===== src/rtl/sp_ram_pkg.sv =====
//------------------------------------------------------------------------------
// sp_ram_pkg : shared encodings for the single-port RAM controller
// Rev 1.0
//------------------------------------------------------------------------------
`default_nettype none

package sp_ram_pkg;

    typedef enum logic [0:0] {
        ST_CLEAR = 1'b0,
        ST_READY = 1'b1
    } state_t;

    localparam int RDW_READ_FIRST  = 0;
    localparam int RDW_WRITE_FIRST = 1;

endpackage

`default_nettype wire


===== src/rtl/sp_ram_ctrl_if.sv =====
//------------------------------------------------------------------------------
// sp_ram_ctrl_if : access/clear bus between a requester and sp_ram_ctrl
// Rev 1.0
//------------------------------------------------------------------------------
`default_nettype none

interface sp_ram_ctrl_if #(
    parameter int DATA_W = 16,
    parameter int ADDR_W = 2
);
    logic                  en;
    logic                  we;
    logic [DATA_W/8-1:0]   be;
    logic [ADDR_W-1:0]     addr;
    logic [DATA_W-1:0]     din;
    logic [DATA_W-1:0]     dout;
    logic                  dout_valid;
    logic                  clr_req;
    logic                  busy;

    modport master (
        output en, we, be, addr, din, clr_req,
        input  dout, dout_valid, busy
    );

    modport slave (
        input  en, we, be, addr, din, clr_req,
        output dout, dout_valid, busy
    );
endinterface

`default_nettype wire


===== src/rtl/sp_ram_clr_seq.sv =====
//------------------------------------------------------------------------------
// sp_ram_clr_seq : owns the array while sweeping zeros through every word
// Rev 1.0
//------------------------------------------------------------------------------
`default_nettype none

module sp_ram_clr_seq
    import sp_ram_pkg::*;
#(
    parameter int ADDR_W = 2
) (
    input  wire logic              clk,
    input  wire logic              rst_n,
    input  wire logic              clr_req,
    output logic                   busy,
    output logic [ADDR_W-1:0]      ptr
);

    localparam logic [ADDR_W-1:0] c_last_addr = '1;

    state_t            r_state;
    state_t            w_state_nxt;
    logic [ADDR_W-1:0] r_ptr;
    logic [ADDR_W-1:0] w_ptr_nxt;

    always_ff @(posedge clk or negedge rst_n) begin
        if (!rst_n) begin
            r_state <= ST_CLEAR;
            r_ptr   <= '0;
        end else begin
            r_state <= w_state_nxt;
            r_ptr   <= w_ptr_nxt;
        end
    end

    // Pointer wraps to zero after the last word, so READY always restarts at 0.
    always_comb begin
        w_state_nxt = r_state;
        w_ptr_nxt   = r_ptr;
        case (r_state)
            ST_CLEAR: begin
                w_ptr_nxt = r_ptr + 1'b1;
                if (r_ptr == c_last_addr) begin
                    w_state_nxt = ST_READY;
                end
            end
            ST_READY: begin
                if (clr_req) begin
                    w_state_nxt = ST_CLEAR;
                    w_ptr_nxt   = '0;
                end
            end
            default: begin
                w_state_nxt = ST_CLEAR;
                w_ptr_nxt   = '0;
            end
        endcase
    end

    assign busy = (r_state == ST_CLEAR);
    assign ptr  = r_ptr;

endmodule

`default_nettype wire


===== src/rtl/sp_ram_ctrl.sv =====
//------------------------------------------------------------------------------
// sp_ram_ctrl : byte-enabled single-port RAM with clear sequencer and read pipe
// Rev 1.0
//------------------------------------------------------------------------------
`default_nettype none

module sp_ram_ctrl
    import sp_ram_pkg::*;
#(
    parameter int DATA_W   = 16,
    parameter int ADDR_W   = 2,
    parameter int RDW_MODE = RDW_READ_FIRST,
    parameter int OUT_REG  = 0
) (
    input  wire logic     clk,
    input  wire logic     rst_n,
    sp_ram_ctrl_if.slave  bus
);

    localparam int c_nbytes = DATA_W / 8;
    localparam int c_depth  = 1 << ADDR_W;

    logic [DATA_W-1:0] r_mem [c_depth];

    logic              w_busy;
    logic [ADDR_W-1:0] w_clr_ptr;
    logic              w_access;
    logic              w_write;
    logic [DATA_W-1:0] w_old;
    logic [DATA_W-1:0] w_merged;
    logic [DATA_W-1:0] w_rd_data;
    logic [DATA_W-1:0] r_dout;
    logic              r_dout_valid;

    sp_ram_clr_seq #(
        .ADDR_W (ADDR_W)
    ) u_clr_seq (
        .clk     (clk),
        .rst_n   (rst_n),
        .clr_req (bus.clr_req),
        .busy    (w_busy),
        .ptr     (w_clr_ptr)
    );

    assign w_access = bus.en & ~w_busy;
    assign w_write  = w_access & bus.we;
    assign w_old    = r_mem[bus.addr];

    always_comb begin
        w_merged = w_old;
        for (int i = 0; i < c_nbytes; i++) begin
            if (bus.be[i]) begin
                w_merged[8*i +: 8] = bus.din[8*i +: 8];
            end
        end
    end

    assign w_rd_data = ((RDW_MODE == RDW_WRITE_FIRST) && bus.we) ? w_merged : w_old;

    // Array has no reset: contents are only zeroed by the clear sweep.
    always_ff @(posedge clk) begin
        if (w_busy) begin
            r_mem[w_clr_ptr] <= '0;
        end else if (w_write) begin
            r_mem[bus.addr] <= w_merged;
        end
    end

    generate
        if (OUT_REG != 0) begin : g_out_reg
            logic              r_p1_valid;
            logic [DATA_W-1:0] r_p1_data;

            // Stage two drains regardless of busy so in-flight reads finish.
            always_ff @(posedge clk or negedge rst_n) begin
                if (!rst_n) begin
                    r_p1_valid   <= 1'b0;
                    r_p1_data    <= '0;
                    r_dout_valid <= 1'b0;
                    r_dout       <= '0;
                end else begin
                    r_p1_valid   <= w_access;
                    if (w_access) begin
                        r_p1_data <= w_rd_data;
                    end
                    r_dout_valid <= r_p1_valid;
                    if (r_p1_valid) begin
                        r_dout <= r_p1_data;
                    end
                end
            end
        end else begin : g_out_direct
            always_ff @(posedge clk or negedge rst_n) begin
                if (!rst_n) begin
                    r_dout_valid <= 1'b0;
                    r_dout       <= '0;
                end else begin
                    r_dout_valid <= w_access;
                    if (w_access) begin
                        r_dout <= w_rd_data;
                    end
                end
            end
        end
    endgenerate

    assign bus.dout       = r_dout;
    assign bus.dout_valid = r_dout_valid;
    assign bus.busy       = w_busy;

endmodule

`default_nettype wire


===== src/flat_wrapper.sv =====
// flat-port wrapper written by rule: the top's interface ports become plain ports
module sp_ram_ctrl_flat import sp_ram_pkg::*;
#(
    parameter int DATA_W   = 16,
    parameter int ADDR_W   = 2,
    parameter int RDW_MODE = RDW_READ_FIRST,
    parameter int OUT_REG  = 0
)
  (clk, rst_n, bus_en, bus_we, bus_be, bus_addr, bus_din, bus_clr_req, bus_dout, bus_dout_valid, bus_busy);
  sp_ram_ctrl_if #(.DATA_W(DATA_W), .ADDR_W(ADDR_W)) bus_i ();
  input  wire logic clk;
  input  wire logic rst_n;
  input wire logic [$bits(bus_i.en)-1:0] bus_en;
  input wire logic [$bits(bus_i.we)-1:0] bus_we;
  input wire logic [$bits(bus_i.be)-1:0] bus_be;
  input wire logic [$bits(bus_i.addr)-1:0] bus_addr;
  input wire logic [$bits(bus_i.din)-1:0] bus_din;
  input wire logic [$bits(bus_i.clr_req)-1:0] bus_clr_req;
  output wire logic [$bits(bus_i.dout)-1:0] bus_dout;
  output wire logic [$bits(bus_i.dout_valid)-1:0] bus_dout_valid;
  output wire logic [$bits(bus_i.busy)-1:0] bus_busy;
  assign bus_i.en = bus_en;
  assign bus_i.we = bus_we;
  assign bus_i.be = bus_be;
  assign bus_i.addr = bus_addr;
  assign bus_i.din = bus_din;
  assign bus_i.clr_req = bus_clr_req;
  assign bus_dout = bus_i.dout;
  assign bus_dout_valid = bus_i.dout_valid;
  assign bus_busy = bus_i.busy;
  sp_ram_ctrl #(.DATA_W(DATA_W), .ADDR_W(ADDR_W), .RDW_MODE(RDW_MODE), .OUT_REG(OUT_REG)) u_core (.clk(clk), .rst_n(rst_n), .bus(bus_i));
endmodule

===== config.mk =====
export PLATFORM = sky130hd
export DESIGN_NAME = sp_ram_ctrl_flat
export DESIGN_NICKNAME = d
export VERILOG_FILES = /design/src/rtl/sp_ram_pkg.sv /design/src/rtl/sp_ram_ctrl_if.sv /design/src/rtl/sp_ram_clr_seq.sv /design/src/rtl/sp_ram_ctrl.sv /design/src/flat_wrapper.sv
export SDC_FILE = /design/constraint.sdc
export NUM_CORES = 1
export LEC_CHECK = 0
export CORE_MARGIN = 10
export CORE_UTILIZATION = 35
export CTS_CLUSTER_DIAMETER = 60
export DETAILED_ROUTE_END_ITERATION = 7
export PLACE_DENSITY = 0.61
export SLEW_MARGIN = 25
export SYNTH_ARGS = -nofsm -noshare
export SYNTH_HDL_FRONTEND = slang
export SYNTH_SLANG_ARGS = --single-unit

===== constraint.sdc =====
create_clock -name clk -period 2.6 [get_ports clk]
set_clock_uncertainty 0.1 [all_clocks]
set_input_delay 0.52 -clock clk [delete_from_list [all_inputs] [get_ports clk]]
set_output_delay 0.52 -clock clk [all_outputs]
set_load 0.005 [all_outputs]

==> Word-level counts from Yosys, hierarchy flattened <==
Memories as Yosys holds them, arrays and structs flattened.
Cells that the tools add are included.
{ "totals": {"output_inout_bits": 18, "in_bits": 25, "mem_count": 1, "ff_bits": 20, "ramBits": 64} }
{ "op_classes": {"bitwise_logic": 3, "n_mux": 14, "eq_ne": 2, "n_reduce_logical": 1, "add_sub_neg": 1} }
{ "mem_list": {"columns": ["name", "words", "width", "rd", "rd_ports_with_merged_regs", "write_ports", "line_no", "source"], "rows": [
  ["u_core.r_mem", 4, 16, 1, 0, 1, "sp_ram_ctrl.sv:23", "logic [DATA_W-1:0] r_mem [c_depth];"]
]} }
{ "op_table": {"columns": ["op", "n"], "rows": [
  ["two-way mux 16 bit", 1],
  ["two-way mux 8 bit", 2],
  ["OR reduction 16 bit", 1],
  ["two-way mux 1 bit", 7],
  ["two-way mux 2 bit", 2],
  ["case mux 2 bit (2 select lines)", 1],
  ["adder 2 x 1 -> 2 bit, second input constant", 1],
  ["bitwise AND 1 bit", 2],
  ["== test 2 bit, second input constant", 1],
  ["!= test 2 bit, second input constant", 1],
  ["case mux 1 bit (2 select lines)", 1],
  ["NOT 1 bit", 1]
]} }

==> Depth between registers and ports, before layout <==
{ "depth": {"depth_word": 7, "ltp_mapped": 5} }

==> Modules after synthesis <==
From an unflattened synthesis, not the netlist that was laid out.
{ "unflattened": {"hier_cells": 249, "area_unflattened_um2": 3893.7} }
{ "by_module_without_submodules": {"columns": ["module", "cells_each", "area_per_inst_um2", "seq_area_each_um2", "instances"], "rows": [
  ["sp_ram_ctrl", 239, 3764.9, 2347.3, 1],
  ["sp_ram_clr_seq", 10, 128.9, 75.1, 1]
]} }

==> Worst setup path after synthesis <==
No wires, ideal clock.
{ "synth_timing": {"path_type": "input port to flip-flop", "startpoint": "input port bus_addr[0]", "endpoint": "memory u_core.r_mem[0][0] (enable)", "path_slack_ns": -0.068, "arrival_time_ns": 2.154, "n_path_buf": 2, "stages": 3, "path_cell_list": "buf_6 buf_4 o31ai_1"} }
{ "synth_between": {"elab_chain_cells": 1} }
{ "synth_lines": {"columns": ["item", "line_no", "source"], "rows": [
  ["start, declared", "flat_wrapper.sv:16", "input wire logic [$bits(bus_i.addr)-1:0] bus_addr;"],
  ["two-way mux 2 bit (no source line)", null, null],
  ["end, declared", "sp_ram_ctrl.sv:23", null]
]} }
Every way passes these cells.

==> Final worst setup path <==
{ "layout_timing": {"startpoint": "register u_core.u_clr_seq.r_state", "endpoint": "output port bus_busy"} }
{ "layout_between": {"elab_chain_cells": 1} }
{ "layout_lines": {"columns": ["item", "line_no", "source"], "rows": [
  ["start, declared", "sp_ram_clr_seq.sv:21", "state_t r_state;"],
  ["start signal, assigned", "sp_ram_clr_seq.sv:31", "r_state <= w_state_nxt;"],
  ["NOT 1 bit", null, null],
  ["end, declared", "flat_wrapper.sv:21", "output wire logic [$bits(bus_i.busy)-1:0] bus_busy;"]
]} }
Every way passes these cells.

==> results by group <==
Status
  – Outcome: complete, no violations

Critical path
  – Critical Path Sink Type: primary output
  – Worst setup path startpoint: u_core.u_clr_seq.r_state
  – Reg2Reg Capture Point: u_core.r_mem[0][5]
  – Kind of critical path: reg2out
  – Worst r2r path cells: 3
  – Crit Path Max Fanout: 9
  – Critical Path AT: 1.54 ns
  – Data required, critical path: 1.98 ns
  – Crit start category: flip-flop
  – FF-to-FF setup slack: 0.84 ns
  – Reg2Reg Launch Point: u_core.u_clr_seq.r_state
  – CP Capture Point: bus_busy

Layout
  – FF/Latch Area: 2420 um2
  – Post-route cell area: 4680 um2
  – Layout Nets: 333
  – Multi-input gate area: 1310 um2
  – Fin cells: 452
  – Area Overhead vs Synth: 20.9%
  – Layout cell share with drive strength beyond 1: 0.295
  – # diodes: 0
  – Fill count: 1,016

CTS
  – CTS Buffer Depth: 2
  – Register clock-pin slew on the reported worst setup and hold paths: 0.08 ns
  – Clock Latency Late Sink: 0.36 ns
  – CTS tree: yes
  – Num CTS Buffers: 9
  – Hold buffers post-CTS: 0
  – Root Buffer: clkbuf_8
  – H-tree Lvls: 3
  – Clock Sink Count: 84
  – Cts repair resizes: 0
  – Post-CTS setup buffers: 0

Logic synthesis
  – Post-synthesis adder-cell area fraction: 0.00323
  – Post-Syn Nets: 278
  – Synthesized instance count: 252
  – Largest family of logic cells by synthesized area: multiplexers
  – Post-Synth Simple-Gate Area: 0.0959
  – Synth Cell Area: 3880 um2
  – Synth Area in Compound Gates: 0.0762
  – #FFs+latches synth: 84
  – Synth Warn #: 0
  – Leading area contributor after synthesis: edfxtp_1
  – Post-synthesis xor/xnor area fraction: 0
  – Synthesized area per cell: 15.4 um2
  – Sequential fraction of the synthesis area: 0.625
  – Synth top area share: 0.496
  – Mux contribution to synthesized area: 0.160
  – Netlist cell types: 29
  – Leading post-synthesis cells by cell area: edfxtp_1 (50%), dfrtp_1 (13%), mux2_4 (10%), mux2i_1 (4.1%), o22ai_2 (3.6%)

Place
  – IO Port Bufs: 42
  – Placer congestion estimate: 0.756
  – Placed instance area: 4490 um2
  – DP HPWL: 5660 um
  – Worst slack at placement: 0.200 ns
  – Placed Cells: 436

Floorplanning
  – Row count: 38
  – Initial Util: 0.358
  – Number of I/O pins: 43
  – Core area: 10,800 um2
  – Die X: 125 um
  – DIE AREA: 15,700 um2
  – Die Ht: 125 um

STA
  – Slew @ Worst Pin: 0.500 ns
  – Final slew viol count: 0
  – Setup WS post-layout: 0.443 ns
  – Slew headroom: 0.667
  – RSZ-0062 raised after global routing: no
  – Finish-stage setup viols: 0
  – Final hold vios: 0
  – Worst hold slack: 0.389 ns
  – Final period util: 0.829
  – FMAX: 464 MHz
  – Post-layout min period: 2.16 ns

Routing
  – Post-DR wirelength/cell: 17.9 um
  – DRT Pass-1 Iters: 4
  – Total Wirelength: 8110 um
  – DR vias/cell: 4.88
  – Via count: 2,204
  – Drt initial violations: 105
  – DRC viols: 0
  – Final ANT Viol Nets: 0

GRT
  – Total track usage: 0.104
  – Vias in the first global route: 2,305
  – Grt total ovfl: 0
  – Initial antenna violation count: 0
  – Pin count of the biggest net entering global routing: 24
  – First-pass GRT wire length: 12,700 um

Pwr
  – Leakage: 1.77 nW
  – Peak supply drop: 0.341 mV
  – PwrDens: 955 nW/um2
  – Overall power: 4.48 mW

Hold path
  – Worst Hold Class: reg2reg

Job
  – Max cap viols: 0
==> worst min path at each step <==
stage | start | to | slack [ns] | cells past startpoint
after floorplan | rst_n | u_core.bus.dout[0] | 0.12 | 0
after global placement | u_core.bus.dout[13] | u_core.bus.dout[13] | 0.37 | 2
after detailed placement | u_core.bus.dout[13] | u_core.bus.dout[13] | 0.38 | 2
after CTS | rst_n | u_core.u_clr_seq.r_state | 0.40 | 2
after global routing | u_core.bus.dout[9] | u_core.bus.dout[9] | 0.42 | 2
final | u_core.bus.dout[7] | u_core.bus.dout[7] | 0.39 | 2
==> cells in the final DEF, fill, tap and decap left out, types with 7 or more instances in the layout <==
cell	instances
edfxtp_1	64
clkdlybuf4s50_1	41
mux2_4	27
nand2_1	20
dfrtp_1	20
nor2b_1	16
mux2i_1	16
o21ai_1	16
buf_4	15
o22ai_2	11
nor3_2	11
clkbuf_8	9
o22ai_1	7
==> worst max-delay path: stages, from the launching register on <==
cell             delay [ns]
dfrtp_1                0.48
inv_1                  0.17
clkdlybuf4s50_1        0.53
==> metrics by stage <==
| stage | setup TNS, ns | utilization |
|---|---|---|
| floorplan | -2.18 | - |
| global placement | 0 | 0.414 |
| detailed placement | 0 | 0.414 |
| CTS | 0 | 0.432 |
| global route | 0 | 0.432 |
| finish | 0 | 0.432 |
==> sequential cells by signal, indices dropped and copies added (netlist names) <==
signal / flops
u_core.u_clr_seq.ptr: 2
u_core.r_mem: 64
u_core.bus.dout: 16
u_core.bus.dout_valid: 1
u_core.u_clr_seq.r_state: 1
==> routing by layer <==
layer,track usage,wire (um),vias to the layer above,share of wire
li1,-,-,1056,-
met4,0.0467,151,0,0.019
met5,0,0,-,0
met1,0.129,3690,1099,0.45
met2,0.165,3960,37,0.49
met3,0.0270,304,12,0.037
==> synthesized netlist by cell type, drive strengths merged <==
| cell type | count |
|---|---|
| nand2b | 2 |
| nand4 | 1 |
| inv | 4 |
| nand2 | 20 |
| nor2b | 16 |
| o31ai | 2 |
| nand3 | 1 |
| dfrtp | 20 |
| nand3b | 1 |
| ha | 1 |
| or3 | 2 |
| o21ai | 18 |
| o22ai | 18 |
| edfxtp | 64 |
| mux2 | 32 |
| clkbuf | 3 |
| or2 | 2 |
| nor3 | 16 |
| buf | 12 |
| mux2i | 16 |
| o2bb2ai | 1 |
==> final cells by class <==
cell class,count,area share
clock buffer,10,0.0272
tap,140,0.0374
timing repair buffer,59,0.121
sequential,84,0.517
inverter,4,0.00321
multi-input combinational,149,0.280
clock inverter,6,0.0139
==> report_power, final <==
group	switching, mW	internal, mW	total, mW
clock network	0.476	0.442	0.918
registers	0.164	2.00	2.16
logic	0.693	0.701	1.39
total	1.33	3.14	4.48
==> cells by family (layout without fill, tap and decap cells) <==
| logic type | count (synthesis) | count (layout) |
|---|---|---|
| buf+inv | 19 | 79 |
| compound gates | 39 | 39 |
| flops | 84 | 84 |
| fa+ha+maj | 1 | 1 |
| simple gates | 61 | 61 |
| mux | 48 | 48 |
(Power assumes the default switching activity.)
